### src/rtl/dnn_vec_sender_pkg.sv
// rtl/dnn_vec_sender_pkg.sv - shared defaults, FSM encoding and width helper for the DNN vector sender
package dnn_vec_sender_pkg;

    localparam int DW_DEF    = 20;
    localparam int NFEAT_DEF = 39;
    localparam int GAP_DEF   = 20;

    typedef enum logic {
        FILL = 1'b0,
        SEND = 1'b1
    } state_t;

    // Bits needed to count 0..maxval, never less than one so GAP=0 still has a counter.
    function automatic int cnt_width(input int maxval);
        return (maxval < 1) ? 1 : $clog2(maxval + 1);
    endfunction

endpackage

### src/rtl/dnn_vec_sender_if.sv
// rtl/dnn_vec_sender_if.sv - feature write port and DNN vector output bundle
interface dnn_vec_sender_if #(
    parameter int DW = dnn_vec_sender_pkg::DW_DEF
);
    logic          wr_en;
    logic [DW-1:0] wr_data;
    logic          wr_ready;
    logic [DW-1:0] vec_out;
    logic          dv_out;
    logic          sof_out;
    logic          eof_out;

    modport master (
        output wr_en, wr_data,
        input  wr_ready, vec_out, dv_out, sof_out, eof_out
    );

    modport slave (
        input  wr_en, wr_data,
        output wr_ready, vec_out, dv_out, sof_out, eof_out
    );

endinterface

### src/rtl/dnn_feat_ram.sv
// rtl/dnn_feat_ram.sv - NFEAT x DW feature buffer, one write port, asynchronous read port
module dnn_feat_ram
    import dnn_vec_sender_pkg::*;
#(
    parameter int DW    = DW_DEF,
    parameter int NFEAT = NFEAT_DEF,
    parameter int AW    = (NFEAT < 2) ? 1 : $clog2(NFEAT)
) (
    input  logic          clk,
    input  logic          we,
    input  logic [AW-1:0] waddr,
    input  logic [DW-1:0] wdata,
    input  logic [AW-1:0] raddr,
    output logic [DW-1:0] rdata
);

    logic [DW-1:0] mem [NFEAT];

    always_ff @(posedge clk) begin
        if (we) begin
            mem[waddr] <= wdata;
        end
    end

    assign rdata = mem[raddr];

endmodule

### src/rtl/dnn_vec_sender.sv
// rtl/dnn_vec_sender.sv - buffers one frame of features, then plays it to the DNN with GAP idle cycles between words
module dnn_vec_sender
    import dnn_vec_sender_pkg::*;
#(
    parameter int DW    = DW_DEF,
    parameter int NFEAT = NFEAT_DEF,
    parameter int GAP   = GAP_DEF
) (
    input  logic             clk,
    input  logic             reset,
    dnn_vec_sender_if.slave  vs,
    output logic             busy,
    output logic             overflow
);

    localparam int PW = cnt_width(NFEAT);
    localparam int GW = cnt_width(GAP);
    localparam int AW = (NFEAT < 2) ? 1 : $clog2(NFEAT);

    state_t        state_q, state_d;
    logic [PW-1:0] wr_ptr_q, wr_ptr_d;
    logic [PW-1:0] rd_ptr_q, rd_ptr_d;
    logic [GW-1:0] gap_q, gap_d;
    logic [DW-1:0] vec_q, vec_d;
    logic          dv_q, dv_d;
    logic          sof_q, sof_d;
    logic          eof_q, eof_d;
    logic          ovf_q, ovf_d;
    logic          ram_we;
    logic [DW-1:0] ram_rdata;

    dnn_feat_ram #(
        .DW    (DW),
        .NFEAT (NFEAT),
        .AW    (AW)
    ) u_ram (
        .clk   (clk),
        .we    (ram_we),
        .waddr (wr_ptr_q[AW-1:0]),
        .wdata (vs.wr_data),
        .raddr (rd_ptr_q[AW-1:0]),
        .rdata (ram_rdata)
    );

    always_ff @(posedge clk or negedge reset) begin
        if (!reset) begin
            state_q  <= FILL;
            wr_ptr_q <= '0;
            rd_ptr_q <= '0;
            gap_q    <= '0;
            vec_q    <= '0;
            dv_q     <= 1'b0;
            sof_q    <= 1'b0;
            eof_q    <= 1'b0;
            ovf_q    <= 1'b0;
        end else begin
            state_q  <= state_d;
            wr_ptr_q <= wr_ptr_d;
            rd_ptr_q <= rd_ptr_d;
            gap_q    <= gap_d;
            vec_q    <= vec_d;
            dv_q     <= dv_d;
            sof_q    <= sof_d;
            eof_q    <= eof_d;
            ovf_q    <= ovf_d;
        end
    end

    always_comb begin
        state_d  = state_q;
        wr_ptr_d = wr_ptr_q;
        rd_ptr_d = rd_ptr_q;
        gap_d    = gap_q;
        vec_d    = vec_q;
        dv_d     = 1'b0;
        sof_d    = 1'b0;
        eof_d    = 1'b0;
        ram_we   = 1'b0;
        ovf_d    = ovf_q | (vs.wr_en & (state_q != FILL));

        case (state_q)
            FILL: begin
                if (vs.wr_en) begin
                    ram_we = 1'b1;
                    if (wr_ptr_q == PW'(NFEAT - 1)) begin
                        state_d  = SEND;
                        wr_ptr_d = '0;
                        rd_ptr_d = '0;
                        gap_d    = '0;
                    end else begin
                        wr_ptr_d = wr_ptr_q + 1'b1;
                    end
                end
            end
            SEND: begin
                // The last pulse has to stay inside SEND, so the hand-back waits one edge.
                if (eof_q) begin
                    state_d = FILL;
                    gap_d   = '0;
                end else if (gap_q == GW'(GAP)) begin
                    vec_d    = ram_rdata;
                    dv_d     = 1'b1;
                    sof_d    = (rd_ptr_q == '0);
                    eof_d    = (rd_ptr_q == PW'(NFEAT - 1));
                    rd_ptr_d = rd_ptr_q + 1'b1;
                    gap_d    = '0;
                end else begin
                    gap_d = gap_q + 1'b1;
                end
            end
            default: begin
                state_d = FILL;
            end
        endcase
    end

    assign vs.wr_ready = (state_q == FILL);
    assign vs.vec_out  = vec_q;
    assign vs.dv_out   = dv_q;
    assign vs.sof_out  = sof_q;
    assign vs.eof_out  = eof_q;
    assign busy        = (state_q == SEND);
    assign overflow    = ovf_q;

endmodule

### src/flat_wrapper.sv
// flat-port wrapper written by rule: the top's interface ports become plain ports
module dnn_vec_sender_flat import dnn_vec_sender_pkg::*;
#(
    parameter int DW    = DW_DEF,
    parameter int NFEAT = NFEAT_DEF,
    parameter int GAP   = GAP_DEF
)
  (clk, reset, busy, overflow, vs_wr_en, vs_wr_data, vs_wr_ready, vs_vec_out, vs_dv_out, vs_sof_out, vs_eof_out);
  dnn_vec_sender_if #(.DW(DW)) vs_i ();
  input  logic clk;
  input  logic reset;
  output logic busy;
  output logic overflow;
  input wire logic [$bits(vs_i.wr_en)-1:0] vs_wr_en;
  input wire logic [$bits(vs_i.wr_data)-1:0] vs_wr_data;
  output wire logic [$bits(vs_i.wr_ready)-1:0] vs_wr_ready;
  output wire logic [$bits(vs_i.vec_out)-1:0] vs_vec_out;
  output wire logic [$bits(vs_i.dv_out)-1:0] vs_dv_out;
  output wire logic [$bits(vs_i.sof_out)-1:0] vs_sof_out;
  output wire logic [$bits(vs_i.eof_out)-1:0] vs_eof_out;
  assign vs_i.wr_en = vs_wr_en;
  assign vs_i.wr_data = vs_wr_data;
  assign vs_wr_ready = vs_i.wr_ready;
  assign vs_vec_out = vs_i.vec_out;
  assign vs_dv_out = vs_i.dv_out;
  assign vs_sof_out = vs_i.sof_out;
  assign vs_eof_out = vs_i.eof_out;
  dnn_vec_sender #(.DW(DW), .NFEAT(NFEAT), .GAP(GAP)) u_core (.clk(clk), .reset(reset), .vs(vs_i), .busy(busy), .overflow(overflow));
endmodule
### config.mk
export PLATFORM = sky130hd
export DESIGN_NAME = dnn_vec_sender_flat
export DESIGN_NICKNAME = d
export VERILOG_FILES = /design/src/rtl/dnn_vec_sender_pkg.sv /design/src/rtl/dnn_vec_sender_if.sv /design/src/rtl/dnn_feat_ram.sv /design/src/rtl/dnn_vec_sender.sv /design/src/flat_wrapper.sv
export SDC_FILE = /design/constraint.sdc
export NUM_CORES = 1
export LEC_CHECK = 0
export CORE_MARGIN = 2
export CORE_UTILIZATION = 45
export CTS_CLUSTER_SIZE = 28
export DETAILED_ROUTE_END_ITERATION = 8
export PLACE_DENSITY_LB_ADDON = 0.08
export SLEW_MARGIN = 0
export SYNTH_ARGS = -nofsm -noshare
export SYNTH_HDL_FRONTEND = slang
export SYNTH_SLANG_ARGS = --single-unit
### constraint.sdc
create_clock -name clk -period 6.5 [get_ports clk]
set_input_delay 0.975 -clock clk [delete_from_list [all_inputs] [get_ports clk]]
set_output_delay 0.975 -clock clk [all_outputs]
set_load 0.01 [all_outputs]
==> flow_summary.yaml, run 1 <==
floorplan:
  ios: 49
  die_x_um: 270
  rows: 97
  start_util_pct: 45.5
  die_h_um: 270
  design.core.area_um2: 70100
  die-area_um2: 73100
synth:
  syn-num-nets: 1642
  synth_top_cell_area_share_pct: 73.4
  yosys.cell_types.count: 54
  yosys-top-cells-area: "edfxtp_1, mux4_2, mux2i_1"
  yosysSeqAreaShare_pct: 76.7
  syn_inst: 1612
  synth_area_um2: 31900
  synth-edff-count: 780
  synth_flop_cell: "edfxtp_1"
  yosys_warnings: 0
  yosysTopAreaCell: "edfxtp_1"
  ys_ff_latch: 822
  ys_async_sr_fraction_pct: 5.11
  avgSynthCellArea_um2: 19.8
hold_path:
  hold_class: "in2async"
timing:
  post-route-min-period_ns: 3.97
  final-setup-viol-count: 0
  fin_crit_sh_pct: 61.0
  max_freq_mhz: 252
  setup_slack_ns: 2.53
  finalHoldViolCount: 0
  maxSlewViolCount: 0
  rsz0062_at_grt: "no"
  tns_ns: 0
  slew_headroom_pct: 16.0
  tightestPinTransition_ns: 1.26
  fin_skew_ns: 0.0232
worst_setup_path:
  path_max_fanout: 96
  required_ns: 7.03
  critical_path_class: "reg2reg"
  critPathLaunchType: "register"
  critPathCaptureType: "register"
  cp.arrival_ns: 4.50
detailed_routing:
  antenna_left: 0
  first_pass_iters: 5
  drt-initial-drc-count: 1561
  wire_per_inst_um: 29.5
  drc: 0
  num_vias: 15747
  vias_per_cell: 5.78
  wl_um: 80300
clock_tree:
  numCtsBuffers: 86
  numClockSinks: 822
  post_cts_buffers: 0
  clkTransAtPathRegs_ns: 0.06
  cts_resized: 0
  clockBufferDepth: 3
  cts_htree_levels: 3
  ctsHoldBuffers: 0
  cts_tree: "built"
  root_buffer: "clkbuf_16"
  insertion_delay_ns: 0.64
layout:
  syn2layout_area_growth_pct: 13.9
  diodes: 0
  final_nets: 1745
  fin_area_um2: 36300
  drive_gt1_share_pct: 21.8
  mostFrequentLayoutCell: "edfxtp_1"
  area.sequential_um2: 24500
  mostFrequentLayoutCells: "edfxtp_1, mux2i_1, mux4_2"
  multi_input_comb_area_um2: 6980
  n_fill_cell: 5627
placed_design:
  hpwl_um: 47100
  placed_area_um2: 33600
  port-buffer-count: 48
  place_ws_ns: 2.50
  place_congestion: 0.827
power:
  leakage_nw: 12.4
  p_per_area_nw_per_um2: 347
  max-vdd-ir-drop_uv: 173
run_status:
  status: "completed"
grt:
  track_usage_pct: 22.1
  grt_pass1_vias: 15885
  grt_first_pass_wirelength_um: 115000
  grt_max_degree: 97
  antenna_found_initial: 0
  grt-ovfl-total: 0
run:
  drv_cap: 0
path summary, 6_finish.rpt:
check                                          startpoint                               end  slack (ns)  cells past startpoint
min                                                 reset  u_core.vs.vec_out[0]$_DFFE_PN0P_        0.42                      2
max in group asynchronous                           reset    u_core.rd_ptr_q[2]$_DFFE_PN0P_        5.61                      2
min in group clk                u_core.overflow$_DFF_PN0_         u_core.overflow$_DFF_PN0_        0.46                      1
max                        u_core.rd_ptr_q[1]$_DFFE_PN0P_  u_core.vs.vec_out[0]$_DFFE_PN0P_        2.53                      6
max reg2reg                u_core.rd_ptr_q[1]$_DFFE_PN0P_  u_core.vs.vec_out[0]$_DFFE_PN0P_        2.53                      6
min reg2reg                     u_core.overflow$_DFF_PN0_         u_core.overflow$_DFF_PN0_        0.46                      1
cells in the mapped netlist (28+ instances only):
| cell | n |
|---|---|
| a22oi_1 | 28 |
| mux2i_1 | 143 |
| nor2_1 | 68 |
| mux4_2 | 115 |
| dfrtp_1 | 42 |
| a21oi_1 | 33 |
| o221ai_1 | 30 |
| o21ai_0 | 45 |
| mux2_2 | 31 |
| nand2_1 | 55 |
| edfxtp_1 | 780 |
| clkbuf_1 | 40 |
flip-flops by register name (all words and copies together) (netlist names):
signal             count
u_core.vs.sof_out      1
u_core.rd_ptr_q        6
u_core.vs.dv_out       1
u_core.vs.vec_out     20
u_core.busy            1
u_core.vs.eof_out      1
u_core.u_ram.mem     780
u_core.gap_q           5
u_core.wr_ptr_q        6
u_core.overflow        1
critical path: stages, from the launching register on:
cell and delay, ns:
dfrtp_4 0.99, buf_12 0.45, or3_1 0.70, o221ai_1 0.34, a221oi_1 0.75, a21oi_1 0.23
o221a_1 0.27
where the power goes:
| group | switching, W | total (W) | internal (W) |
|---|---|---|---|
| clock network | 0.00198 | 0.00475 | 0.00277 |
| registers | 0.000155 | 0.00610 | 0.00595 |
| logic | 0.00108 | 0.00177 | 0.000696 |
| total | 0.00321 | 0.0126 | 0.00941 |
cells by family after synthesis:
family                     count (synthesis)  share of synthesized area, %
DFF                                      822                          76.7
muxes                                    292                          13.9
AOI/OAI and AO/OA                        208                          4.66
and+or+nand+nor                          178                          2.54
buffers and inverters                     99                          1.74
adders and majority gates                  7                         0.274
xor gates and xnor gates                   6                         0.165
through the flow:
step           hold slack (ns)  util (%)  power, W  std cells
3_5_place_dp             0.448      47.9   0.00800       2567
6_report                 0.425      51.8    0.0126       2725
3_3_place_gp             0.444      47.9   0.00800       2567
5_1_grt                  0.482      51.8    0.0131       2725
2_1_floorplan            0.451         -   0.00731       1612
4_1_cts                  0.427      51.8    0.0127       2725
area by class of cell:
| cell class | count | area share [%] |
|---|---|---|
| multi-input cells | 691 | 19.2 |
| repair buffers | 105 | 2.58 |
| well taps | 940 | 3.24 |
| clock buffers | 120 | 6.70 |
| clock inverters | 38 | 0.806 |
| flip-flops and latches | 822 | 67.4 |
| inverters | 9 | 0.0930 |
routing by layer:
metal | GRT usage (%) | up-vias | part of all wire, %
met2 | 34.0 | 453 | 47
li1 | - | 6830 | -
met5 | 0 | - | 0
met4 | 6.80 | 0 | 2.4
met3 | 4.57 | 88 | 6.2
met1 | 31.8 | 8376 | 45
No activity file was read; power rests on OpenSTA's default activity.
==> inputs of run 2 (changes only) <==
- clock period: 6.5 -> 3.96 ns (I/O delays scaled with it)
==> flow_summary.yaml, run 2 (synthesis gave the netlist of run 1 again) <==
clock_tree:
  numClockSinks: 822
  clockBufferDepth: 3
  clkTransAtPathRegs_ns: 0.06
  post_cts_buffers: 0
  root_buffer: "clkbuf_16"
  ctsHoldBuffers: 0
  insertion_delay_ns: 0.65
  cts_htree_levels: 3
  cts_tree: "built"
  numCtsBuffers: 85
  cts_resized: 0
timing:
  fin_crit_sh_pct: 81.7
  maxSlewViolCount: 0
  post-route-min-period_ns: 3.24
  setup_slack_ns: 0.724
  tightestPinTransition_ns: 1.14
  slew_headroom_pct: 23.4
  rsz0062_at_grt: "no"
  tns_ns: 0
  final-setup-viol-count: 0
  fin_skew_ns: 0.0212
  finalHoldViolCount: 0
  max_freq_mhz: 309
detailed_routing:
  wire_per_inst_um: 30.3
  num_vias: 16244
  drt-initial-drc-count: 1725
  drc: 0
  wl_um: 84000
  vias_per_cell: 5.86
  antenna_left: 0
  first_pass_iters: 5
placed_design:
  place_ws_ns: 0.700
  dp_cells: 2614
  hpwl_um: 50300
  place_congestion: 0.883
  port-buffer-count: 48
  placed_area_um2: 34000
run_status:
  status: "completed"
worst_setup_path:
  critical_path_class: "reg2reg"
  r2r-start: "u_core.rd_ptr_q[0]$_DFFE_PN0P_"
  required_ns: 4.49
  critPathCaptureType: "register"
  cp.arrival_ns: 3.76
  crit_path_start: "u_core.rd_ptr_q[0]$_DFFE_PN0P_"
  path_max_fanout: 32
  critPathLaunchType: "register"
layout:
  n_fill_cell: 5629
  mostFrequentLayoutCell: "edfxtp_1"
  multi_input_comb_area_um2: 6990
  drive_gt1_share_pct: 24.1
  utilization_pct: 52.5
  final_nets: 1791
  syn2layout_area_growth_pct: 15.4
  fin_cells: 2773
  fin_area_um2: 36800
  area.sequential_um2: 24500
  mostFrequentLayoutCells: "edfxtp_1, mux2i_1, mux4_2"
  regMostFlops: "u_core.u_ram.mem"
  largest_reg_flops: 780
grt:
  grt_pass1_vias: 16165
  antenna_found_initial: 3
  grt-ovfl-total: 0
  track_usage_pct: 23.2
  grt_max_degree: 44
  grt_first_pass_wirelength_um: 120000
floorplan:
  die-area_um2: 73100
  design.core.area_um2: 70100
  rows: 97
  ios: 49
  die_h_um: 270
  start_util_pct: 45.5
  die_x_um: 270
hold_path:
  hold_class: "in2async"
power:
  max-vdd-ir-drop_uv: 328
  p_per_area_nw_per_um2: 573
  leakage_nw: 12.7
run:
  drv_cap: 0
==> run 2: worst paths after layout <==
path / slack, ns / cells after the start / to
worst max-delay path: 0.72 / 6 / u_core.vs.vec_out[5]$_DFFE_PN0P_
worst min-delay path: 0.07 / 1 / u_core.vs.vec_out[9]$_DFFE_PN0P_
worst max register to register: 0.72 / 6 / u_core.vs.vec_out[5]$_DFFE_PN0P_
worst min register to register: 0.45 / 1 / u_core.overflow$_DFF_PN0_
max in group asynchronous: 3.12 / 2 / u_core.gap_q[3]$_DFFE_PN0P_
min in group clk: 0.45 / 1 / u_core.overflow$_DFF_PN0_
==> run 2: area by class of cell <==
cell class                 count  share of cell area [%]
timing repair buffer         152                    3.55
antenna                        2                  0.0136
tap                          940                    3.19
clock buffer                 112                    6.22
inverter                       9                  0.0917
multi-input combinational    691                    19.0
sequential                   822                    66.5
clock inverter                45                    1.47
==> run 2: stage by stage <==
stage	total power (W)	hold WS, ns
floorplan	0.0120	0.298
global placement	0.0132	0.440
detailed placement	0.0132	0.445
CTS	0.0213	0.0699
global route	0.0218	0.117
finish	0.0211	0.0714
==> run 2: worst max-delay path, cell delays in order, from the launching register on <==
cell and delay (ns):
dfrtp_4 0.82, buf_4 0.46, buf_4 0.59, mux4_2 0.59, o21ai_0 0.26, a21oi_1 0.16, o21a_1 0.17
==> run 2: per-layer routing <==
metal	vias up	routed length (µm)	global-route usage (%)
met5	-	0	0
met4	0	1760	6.37
met3	95	4750	3.25
met2	549	40000	36.5
met1	8670	37500	34.2
li1	6930	-	-
==> run 2: report_power, final <==
group	total (W)	switching (W)	internal (W)
registers	0.00999	0.000229	0.00976
clock network	0.00808	0.00333	0.00475
logic	0.00305	0.00183	0.00122
